<file path="config.mk">
export PLATFORM = sky130hd
export DESIGN_NAME = trap_csr_unit
export DESIGN_NICKNAME = d
export VERILOG_FILES = /design/src/rtl/trap_csr_unit.sv
export SDC_FILE = /design/constraint.sdc
export NUM_CORES = 1
export LEC_CHECK = 0
export CAP_MARGIN = 40
export CORE_MARGIN = 4
export CORE_UTILIZATION = 35
export CTS_CLUSTER_SIZE = 8
export DETAILED_ROUTE_END_ITERATION = 12
export GPL_TIMING_DRIVEN = 1
export HOLD_SLACK_MARGIN = 0.06
export MAX_ROUTING_LAYER = met4
export PLACE_DENSITY = 0.55
export SYNTH_ARGS = -nofsm -noshare
export SYNTH_HDL_FRONTEND = slang
export SYNTH_SLANG_ARGS = --single-unit
export TNS_END_PERCENT = 1
</file>
<file path="constraint.sdc">
create_clock -name clock -period 3.85 [get_ports clock]
set_input_delay 0.385 -clock clock [delete_from_list [all_inputs] [get_ports clock]]
set_output_delay 0.385 -clock clock [all_outputs]
set_load 0.1 [all_outputs]
</file>
<file path="src/rtl/trap_csr_unit.sv">
// Machine-mode trap CSR file and fetch redirect generator.
// Optional 64-bit mcycle counter at 0xB00/0xB80 when TRAP_CSR_COUNTERS_EN is defined.
module trap_csr_unit #(
    parameter logic [31:0] RESET_MTVEC = 32'h0000_0000,
    parameter logic [31:0] MISA_VALUE  = 32'h4000_0100
) (
    input  logic        clock,
    input  logic        reset,
    input  logic        trapEnter,
    input  logic [3:0]  trapCause,
    input  logic [31:0] trapValue,
    input  logic [31:0] trapPc,
    input  logic        mretSignal,
    input  logic        csrValid,
    input  logic [11:0] csrAddress,
    input  logic [1:0]  csrOp,
    input  logic [31:0] csrWriteSource,
    input  logic        csrWriteSuppress,
    output logic [31:0] csrReadData,
    output logic        csrIllegal,
    output logic        redirectValid,
    output logic [31:0] redirectPc,
    output logic        mieBit
);
    localparam logic [1:0] OP_NONE = 2'b00, OP_RW = 2'b01, OP_RS = 2'b10;

    typedef enum logic {IDLE, REDIRECT} state_t;
    state_t r_state;

    logic        r_mie, r_mpie;
    logic [29:0] r_mtvec, r_mepc;
    logic [31:0] r_mscratch, r_mtval;
    logic [3:0]  r_mcause;
    logic        r_redirect_valid;
    logic [31:0] r_redirect_pc;
`ifdef TRAP_CSR_COUNTERS_EN
    logic [63:0] r_mcycle;
`endif

    logic        w_wr_intent, w_known, w_wr_en;
    logic [31:0] w_old, w_new;

    // RS/RC with a zero source field is a pure read and never writes.
    assign w_wr_intent = (csrOp != OP_NONE) && !(csrWriteSuppress && (csrOp != OP_RW));

    always_comb begin
        w_known = 1'b1;
        w_old   = 32'h0;
        case (csrAddress)
            12'h300: w_old = {19'b0, 2'b11, 3'b0, r_mpie, 3'b0, r_mie, 3'b0};
            12'h301: w_old = MISA_VALUE;
            12'h305: w_old = {r_mtvec, 2'b00};
            12'h340: w_old = r_mscratch;
            12'h341: w_old = {r_mepc, 2'b00};
            12'h342: w_old = {28'b0, r_mcause};
            12'h343: w_old = r_mtval;
`ifdef TRAP_CSR_COUNTERS_EN
            12'hB00: w_old = r_mcycle[31:0];
            12'hB80: w_old = r_mcycle[63:32];
`endif
            default: w_known = 1'b0;
        endcase
    end

    always_comb begin
        case (csrOp)
            OP_RW:   w_new = csrWriteSource;
            OP_RS:   w_new = w_old | csrWriteSource;
            default: w_new = w_old & ~csrWriteSource;
        endcase
    end

    assign csrReadData = w_old;
    assign csrIllegal  = !w_known || ((csrAddress == 12'h301) && w_wr_intent);
    assign w_wr_en     = csrValid && w_wr_intent && !csrIllegal && !trapEnter && !mretSignal;

    assign redirectValid = r_redirect_valid;
    assign redirectPc    = r_redirect_pc;
    assign mieBit        = r_mie;

    always_ff @(posedge clock or negedge reset) begin
        if (!reset) begin
            r_state          <= IDLE;
            r_mie            <= 1'b0;
            r_mpie           <= 1'b0;
            r_mtvec          <= RESET_MTVEC[31:2];
            r_mepc           <= 30'h0;
            r_mscratch       <= 32'h0;
            r_mtval          <= 32'h0;
            r_mcause         <= 4'h0;
            r_redirect_valid <= 1'b0;
            r_redirect_pc    <= 32'h0;
        end else begin
            r_state          <= IDLE;
            r_redirect_valid <= 1'b0;
            if (trapEnter) begin
                r_mepc           <= trapPc[31:2];
                r_mcause         <= trapCause;
                r_mtval          <= trapValue;
                r_mpie           <= r_mie;
                r_mie            <= 1'b0;
                r_state          <= REDIRECT;
                r_redirect_valid <= 1'b1;
                r_redirect_pc    <= {r_mtvec, 2'b00};
            end else if (mretSignal) begin
                r_mie            <= r_mpie;
                r_mpie           <= 1'b1;
                r_state          <= REDIRECT;
                r_redirect_valid <= 1'b1;
                r_redirect_pc    <= {r_mepc, 2'b00};
            end else if (w_wr_en) begin
                case (csrAddress)
                    12'h300: begin
                        r_mie  <= w_new[3];
                        r_mpie <= w_new[7];
                    end
                    12'h305: r_mtvec    <= w_new[31:2];
                    12'h340: r_mscratch <= w_new;
                    12'h341: r_mepc     <= w_new[31:2];
                    12'h342: r_mcause   <= w_new[3:0];
                    12'h343: r_mtval    <= w_new;
                    default: ;
                endcase
            end
        end
    end

`ifdef TRAP_CSR_COUNTERS_EN
    always_ff @(posedge clock or negedge reset) begin
        if (!reset)
            r_mcycle <= 64'h0;
        else if (w_wr_en && csrAddress == 12'hB00)
            r_mcycle[31:0] <= w_new;
        else if (w_wr_en && csrAddress == 12'hB80)
            r_mcycle[63:32] <= w_new;
        else
            r_mcycle <= r_mcycle + 64'h1;
    end
`endif

endmodule

</file>
# ---- After elaboration in Yosys (flattened, before gate mapping)
# Index checks and enable logic that the tools add are counted.
dict set report totals {
  word_cells 80
  regBits 163
  out_inout_bits 67
  input_bits 120
}
dict set report op_classes {
  n_reduce_logical 28
  eq_ne 11
  n_mux 27
  bitwise_logic 5
}
# op n
set ops {}
lappend ops {{32-bit one-hot mux with 7 select lines} 1}
lappend ops {{32-bit 2-to-1 mux} 6}
lappend ops {{30-bit 2-to-1 mux} 4}
lappend ops {{12-bit by 10-bit == test with 1-bit output, second input constant} 7}
lappend ops {{32-bit one-hot mux with 2 select lines} 1}
lappend ops {{32-bit AND} 1}
lappend ops {{32-bit NOT} 1}
lappend ops {{32-bit bitwise OR} 1}
lappend ops {{4-bit 2-to-1 mux} 4}
lappend ops {{2-bit nonzero test} 6}
lappend ops {{1-bit 2-to-1 mux} 11}
lappend ops {{3-bit AND reduction} 3}
lappend ops {{4-bit AND reduction} 2}
lappend ops {{1-bit logical AND} 7}
lappend ops {{7-bit OR reduction} 1}
lappend ops {{3-bit nonzero test} 2}
lappend ops {{1-bit logical NOT} 5}
lappend ops {{2-bit by 1-bit == test with 1-bit output, second input constant} 1}
lappend ops {{2-bit == test, second input constant} 1}
lappend ops {{2-bit by 1-bit inequality test with 1-bit output, second input constant} 1}
lappend ops {{2-bit inequality test, second input constant} 1}
lappend ops {{1-bit NOT} 2}
lappend ops {{2-bit AND reduction} 1}
lappend ops {{1-bit logical OR} 1}

# ---- Logic depth before layout (Yosys ltp)
# Gate-level depths: netlist (run 1).
dict set report logic_depth {
  depth_word 13
  ltp_mapped 9
  ltp_nobuf 6
}

# ---- Worst setup path after synthesis (run 1)
# Ideal clock, no wire load.
dict set report synth_path {
  path_type {input to output}
  from {input csrAddress[2]}
  to {output csrReadData[27]}
  required_ns 3.465
  t_arrival_ns 2.969
  path_slack_ns 0.496
  path_buffers 3
  cell_stages 6
  cell_sequence {clkbuf_1 > nor4bb_1 > buf_2 > clkbuf_1 > a2bb2oi_1 > o22ai_1}
}
dict set report synth_between {
  elab_chain_len 2
  word_cells_on_any_way 8
  classes_between {eq/ne: 7; mux: 1}
}
# item line
set synth_rtl {}
lappend synth_rtl {{start: declaration} 15} ;# input logic [11:0] csrAddress,
lappend synth_rtl {{12-bit by 10-bit == test with 1-bit output} 49} ;# case (csrAddress)
lappend synth_rtl {{32-bit one-hot mux with 7 select lines (*)} 49}
lappend synth_rtl {{end: declaration} 19} ;# output logic [31:0] csrReadData,
# Mark *: on every way between the ends. The rest lies on a longest branch, timed or not.

# ---- Final worst setup path (run 1)
dict set report layout_path {
  from {input csrAddress[2]}
  to {output csrReadData[24]}
}
# Same word-level chain as after synthesis.

==> metrics.csv, run 1 <==
metric,value,unit
run status,completed,
wire length reported by the detailed router,33.6,mm
via count of the first global-routing pass,8636,
peak per-stage delay on the critical path,670,ps
flip-flop cell with the highest count after synthesis,dfrtp_1,
"Seq/Total Area, Yosys",0.453,
latest clock arrival within the worst-skew pair,430,ps
power density normalized to cell area,366,nW/um2
Gate Count Post-Synth,971,
Tmin final,3130,ps
maximum number of pins on one net before global-route repair,84,
flip-flop and latch count after synthesis,161,
layout cells sized above 1,0.150,
number of setup buffers added after CTS,0,
global-route wire length before repair,52.3,mm
hold-critical path endpoint,r_mscratch[11],
Top Family by Delay on Critical Path,buffers and inverters,
Crit Reg-Reg Startpoint,r_mpie,
post-route insts no fill,1500,
Die W,167,um
combined area of all synthesized cells,8890,um2
maximum level of the CTS H-tree,4,
post-layout total power,0.00466,W
final sum of negative setup slack,0,ps
mean instance size in the synthesized netlist,9.16,um2
total clock buffers created by CTS,17,
cell depth of the worst min-delay path,2,
Worst EP required,3460,ps
count of boundary I/O pins,187,
hpwl dp,22.6,mm
leakage power,5.26,nW
switching power share of the total,0.288,
Post-synth EDFFs,0,
MaxCap Viol Count,0,
total number of vias,8663,
worst-case headroom to the max-slew limit,0.438,
area delta synth->final,43.3,%
upper clock frequency limit,0.319,GHz
reg-to-reg endpoint,r_mtval[7],
Core Footprint,25100,um2
worst hold path class,reg -> reg,
GRT Overall Usage,0.245,
Slowest cell on crit path,clkdlybuf4s50_1,
power dissipated by switching net loads,0.00134,W
post-route fraction of the period consumed by the critical path,0.814,
minimum setup slack among reg-to-reg paths,1920,ps
number of remaining DRC errors,0,
count of synthesis-stage warnings from yosys,0,
number of buffers on the longest clock path,2,
die height,167,um
drt initial violations,981,
Clock Pin Slew Worst Setup and Hold Paths,60,ps
Critical Path Sink Type,primary output,
area of the die,28000,um2
number of nets still failing antenna checks after routing,0,
routed length per placed instance,22.4,um
# rows,58,
Final Worst Setup Slack,716,ps
number of antenna violations at the first check in global routing,1,
unrepaired setup endpoints after global routing,no,
final standard cell area without fillers,12700,um2
Critical Path Fanout Max,18,
initial cell density of the core,0.354,
final count of hold timing violations,0,
total congestion overflow after global routing,0,
Most Frequent Cell on Critical Path,buf_12,
number of buffer and inverter stages on the critical path,3,
clock sinks,161,
cell at the root of the clock tree,clkbuf_16,
crit path cell chain,"clkdlybuf4s50_1, nor4bb_4, and3_1, buf_12, a22o_1, buf_12",
"number of placed instances, taps included",1466,
Worst Min Path Start,r_mscratch[11],
share of total power in the clock network,0.412,
area share of the largest cell type after synthesis,0.453,
weighted congestion reported at the end of routability-driven placement,0.843,
number of detailed-routing iterations run before antenna repair,8,
library cell occupying the most area in the post-synthesis netlist,dfrtp_1,
standard cell area after detailed placement,12100,um2
Worst Reg-to-Reg Cells,5,
Commonest cells post-synth,"dfrtp_1 (161), nand2_1 (145), o21ai_0 (138), clkbuf_1 (83), mux2i_1 (54)",
number of distinct library cells after synthesis,62,
kind of start point of the critical path,primary input,
layout net count,1278,
count of port buffers added during placement,182,
Cell Int Power,0.00332,W
part of the power in combinational logic,0.195,
worst slew pin tran,832,ps
Max Transition Viols Final,0,
Setup CP Type,in -> out,
Avg Vias per Cell,5.78,
fraction of registers with async set/reset,1.00,
Critical Path AT,2750,ps
TritonCTS clock tree,yes,
library cell with the highest instance count after synthesis,dfrtp_1,
placement-stage worst setup slack,595,ps
setup skew after layout,8.31,ps
share of total power in sequential cells,0.393,
Peak VDD IR,0.256,mV
Final setup violation count,0,
most area-consuming cells after synthesis,"dfrtp_1 (45%), o21ai_0 (7.8%), nand2_1 (6.1%), mux2i_1 (6.1%), a31oi_1 (3.5%)",
## per-stage QoR
| step | hold WS (ps) | utilization |
|---|---|---|
| after floorplan | 89.4 | - |
| after global placement | 459 | 0.458 |
| after detailed placement | 466 | 0.481 |
| after CTS | 480 | 0.507 |
| after global routing | 500 | 0.507 |
| final | 483 | 0.507 |
## metal layers
metal  track usage  part of all wire
met2         0.372              0.46
met1         0.346              0.47
met3        0.0321             0.052
met4        0.0699             0.022
met5             -                 0
## tightest hold or removal path: stages (launching register included)
cell	delay, ps
dfrtp_1	340
nand2_1	40
o21ai_0	60
## cell usage in the layout (no fill, tap or decap), types with 16 or more instances in the layout
cell type,instances
o32a_1,18
and2_1,32
clkbuf_16,17
clkdlybuf4s50_1,144
a221o_1,25
a22oi_1,38
o21ai_0,138
buf_4,42
a31oi_1,49
buf_8,28
buf_12,36
a211oi_1,20
dfrtp_1,161
mux2i_1,54
o21ai_1,16
nand4_1,29
nand2_1,145
## power groups by stage
stage / combinational (W) / clock (W) / sequential [W]
finish: 0.000908 / 0.00192 / 0.00183
global route: 0.000971 / 0.00201 / 0.00184
CTS: 0.000911 / 0.00194 / 0.00183
detailed placement: 0.000907 / 0 / 0.00186
global placement: 0.000820 / 0 / 0.00186
floorplan: 0.000326 / 0 / 0.00200
## flip-flops by register name, summed over array words and instances (netlist names)
name	cells
r_mscratch	32
r_mtval	32
r_mepc	30
r_mtvec	30
redirectPc	30
r_mcause	4
mieBit	1
r_mpie	1
redirectValid	1
## kinds of logic after synthesis
group,after synthesis,share of synthesized area
adder cells (fa/ha/maj),2,0.00281
multiplexers,62,0.0722
buffers and inverters,103,0.0453
AO/OA/AOI/OAI,362,0.270
AND/OR/NAND/NOR,280,0.156
other,1,0.000422
flip-flops,161,0.453
## cell type report
cell class | instances | area (um2)
sequential | 161 | 4030
multi-input combinational | 708 | 4540
inverter | 8 | 30.0
clock inverter | 14 | 228
clock buffer | 18 | 429
antenna | 1 | 2.50
timing repair buffer | 260 | 3070
tap | 330 | 413
fill | 2307 | 12400
## worst max path at each step
stage	from	endpoint	slack [ps]	depth (start not counted)
global route	csrAddress[2]	csrReadData[24]	630	6
finish	csrAddress[2]	csrReadData[24]	720	6
CTS	csrAddress[2]	csrReadData[24]	750	6
floorplan	csrAddress[2]	csrReadData[27]	500	6
global placement	csrAddress[8]	r_mepc[24]	630	7
detailed placement	csrAddress[8]	r_mtval[7]	600	7
## timing repair
item,in CTS,in global routing
hold endpoints to repair,48,0
resized for setup,0,0
hold buffers,1,0
Power figures use the tool's default switching activity.
==> inputs of run 2 (changes only) <==
Clock period 3.85 ns to 3.14 ns, I/O delays scaled along.
==> run 2 against run 1 <==
  * Clock power is 10% higher
  * Flip-flop and latch count stayed put
  * Global-route usage is 0.20 points lower
  * Wire length down 0.17%
  * Via count up 0.54%
  * Utilization decreased by 0.33 points
  * Cell count grew 0.73%
  * Hold slack got worse by 82 ps
  * Largest power group is now sequential cells
  * Highest routed layer unchanged
==> metrics.csv, run 2 (synthesized netlist as in run 1, its figures left out) <==
metric,value,unit,change
final sum of negative setup slack,0,ps,unchanged
post-route fraction of the period consumed by the critical path,0.923,,
maximum level of the CTS H-tree,4,,unchanged
Cell Int Power,0.00385,W,+16%
clock sinks,161,,unchanged
number of setup buffers added after CTS,0,,unchanged
minimum setup slack among reg-to-reg paths,1220,ps,-700 ps
count of boundary I/O pins,187,,unchanged
"most common cell after layout, fill and taps aside",dfrtp_1,,
Clock Pin Slew Worst Setup and Hold Paths,60,ps,about the same
total clock buffers created by CTS,17,,unchanged
power density normalized to cell area,432,nW/um2,+18%
share of total power in the clock network,0.387,,-0.025
layout cells sized above 1,0.161,,+0.0112
number of remaining DRC errors,0,,unchanged
unrepaired setup endpoints after global routing,no,,
Die W,167,um,unchanged
Setup CP Type,in -> out,,
Final Worst Setup Slack,242,ps,-474 ps
number of nets still failing antenna checks after routing,0,,unchanged
worst hold path class,in -> async,,
total number of vias,8710,,+0.54%
count of port buffers added during placement,182,,unchanged
Worst EP required,2830,ps,-630 ps
die height,167,um,unchanged
drt initial violations,816,,-17%
via count of the first global-routing pass,8653,,+0.20%
worst-case headroom to the max-slew limit,0.498,,+0.0607
number of detailed-routing iterations run before antenna repair,7,,-1
# rows,58,,unchanged
layout net count,1290,,+0.94%
Core Footprint,25100,um2,unchanged
GRT Overall Usage,0.243,,-0.00198
latest clock arrival within the worst-skew pair,430,ps,about the same
cell at the root of the clock tree,clkbuf_16,,
upper clock frequency limit,0.345,GHz,
Critical Path AT,2580,ps,-170 ps
maximum number of pins on one net before global-route repair,73,,-13%
total congestion overflow after global routing,0,,unchanged
most frequent cells in the layout,"dfrtp_1 (161), nand2_1 (145), clkdlybuf4s50_1 (140)",,
power dissipated by switching net loads,0.00161,W,+20%
Max Transition Viols Final,0,,unchanged
post-layout total power,0.00547,W,+17%
initial cell density of the core,0.354,,unchanged
MaxCap Viol Count,0,,unchanged
routed length per placed instance,22.2,um,-0.90%
weighted congestion reported at the end of routability-driven placement,0.845,,+0.33%
number of antenna violations at the first check in global routing,0,,-1
wire length reported by the detailed router,33.5,mm,-0.17%
Peak VDD IR,0.344,mV,+34%
setup skew after layout,11.4,ps,+3.05 ps
Critical Path Fanout Max,11,,-7
placement-stage worst setup slack,120,ps,-476 ps
leakage power,5.26,nW,about the same
Ant. Diodes,0,,-1
share of total power in sequential cells,0.411,,+0.018
global-route wire length before repair,51.6,mm,-1.3%
Avg Vias per Cell,5.76,,-0.19%
TritonCTS clock tree,yes,,
number of buffers on the longest clock path,2,,unchanged
hpwl dp,22.9,mm,+1.1%
Critical Path Sink Type,primary output,,
Final setup violation count,0,,unchanged
switching power share of the total,0.295,,+0.00735
Hold Worst Slack,401,ps,-82.0 ps
final count of hold timing violations,0,,unchanged
run status,completed,,
Tmin final,2900,ps,
Regs by FF count,"r_mscratch x32, r_mtval x32",,
kind of start point of the critical path,primary input,,
area delta synth->final,42.3,%,
part of the power in combinational logic,0.203,,+0.008
worst slew pin tran,752,ps,-80.0 ps
area of the die,28000,um2,unchanged
[run 2: changes by cell type in the layout (fill, tap and decap cells not counted), sizes merged, moves of 3 or more]
cell and change:
clkbuf +3, bufinv -3, clkdlybuf4s50 -4, buf +16
[run 2: worst paths after layout]
path / start / endpoint / cells past startpoint
min in group clock: trapCause[2] / r_mcause[2] / 3
max in group asynchronous: reset / r_mtval[30] / 3
hold / removal: reset / redirectPc[22] / 2
setup reg to reg: r_mpie / r_mtval[7] / 5
hold reg to reg: r_mscratch[17] / r_mscratch[17] / 2
setup / recovery: csrAddress[8] / csrReadData[12] / 7
[run 2: cell type report]
class                      instances  area, um2
sequential                       161       4030
clock inverter                    11        128
tap                              330        413
clock buffer                      21        460
fill                            2382      12500
inverter                           8       30.0
timing repair buffer             272       3060
multi-input combinational        708       4540
[run 2: what timing repair did]
| item | 4_1_cts | 5_1_grt |
|---|---|---|
| hold buffers | 1 | 0 |
| gates resized for setup | 0 | 0 |
| endpoints found under the hold margin | 53 | 0 |
[run 2: layer usage]
layer / vias to the layer above / track usage / share of wire
li1: 4048 / - / -
met1: 4255 / 0.346 / 0.46
met2: 359 / 0.363 / 0.46
met3: 48 / 0.0378 / 0.063
met4: 0 / 0.0656 / 0.022
met5: - / - / 0
[run 2: worst max-delay path, cell delays in order]
cell and delay [ps]:
clkdlybuf4s50_1 460, or4bb_1 580, buf_4 240, or4_1 400
a21oi_1 220, a21o_1 170, buf_12 190
[run 2: stage by stage]
step | cells | utilization | cell area [um2]
finish | 1511 | 0.504 | 12700
global route | 1511 | 0.504 | 12700
CTS | 1511 | 0.504 | 12700
detailed placement | 1478 | 0.480 | 12100
global placement | 1449 | 0.462 | 11600
floorplan | 972 | - | 8900
[run 2: power by group through the flow]
stage,combinational [W],clock (W),sequential [W]
2_1_floorplan,0.000400,0,0.00245
3_3_place_gp,0.00102,0,0.00228
3_5_place_dp,0.00110,0,0.00228
4_1_cts,0.00111,0.00216,0.00224
5_1_grt,0.00118,0.00223,0.00226
6_report,0.00111,0.00212,0.00225
==> inputs of run 3 (changes only) <==
Settings changed: SLEW_MARGIN from default to 20.
==> results of run 3 <==
The final DEF is identical to that of run 2; final timing and power are the same.
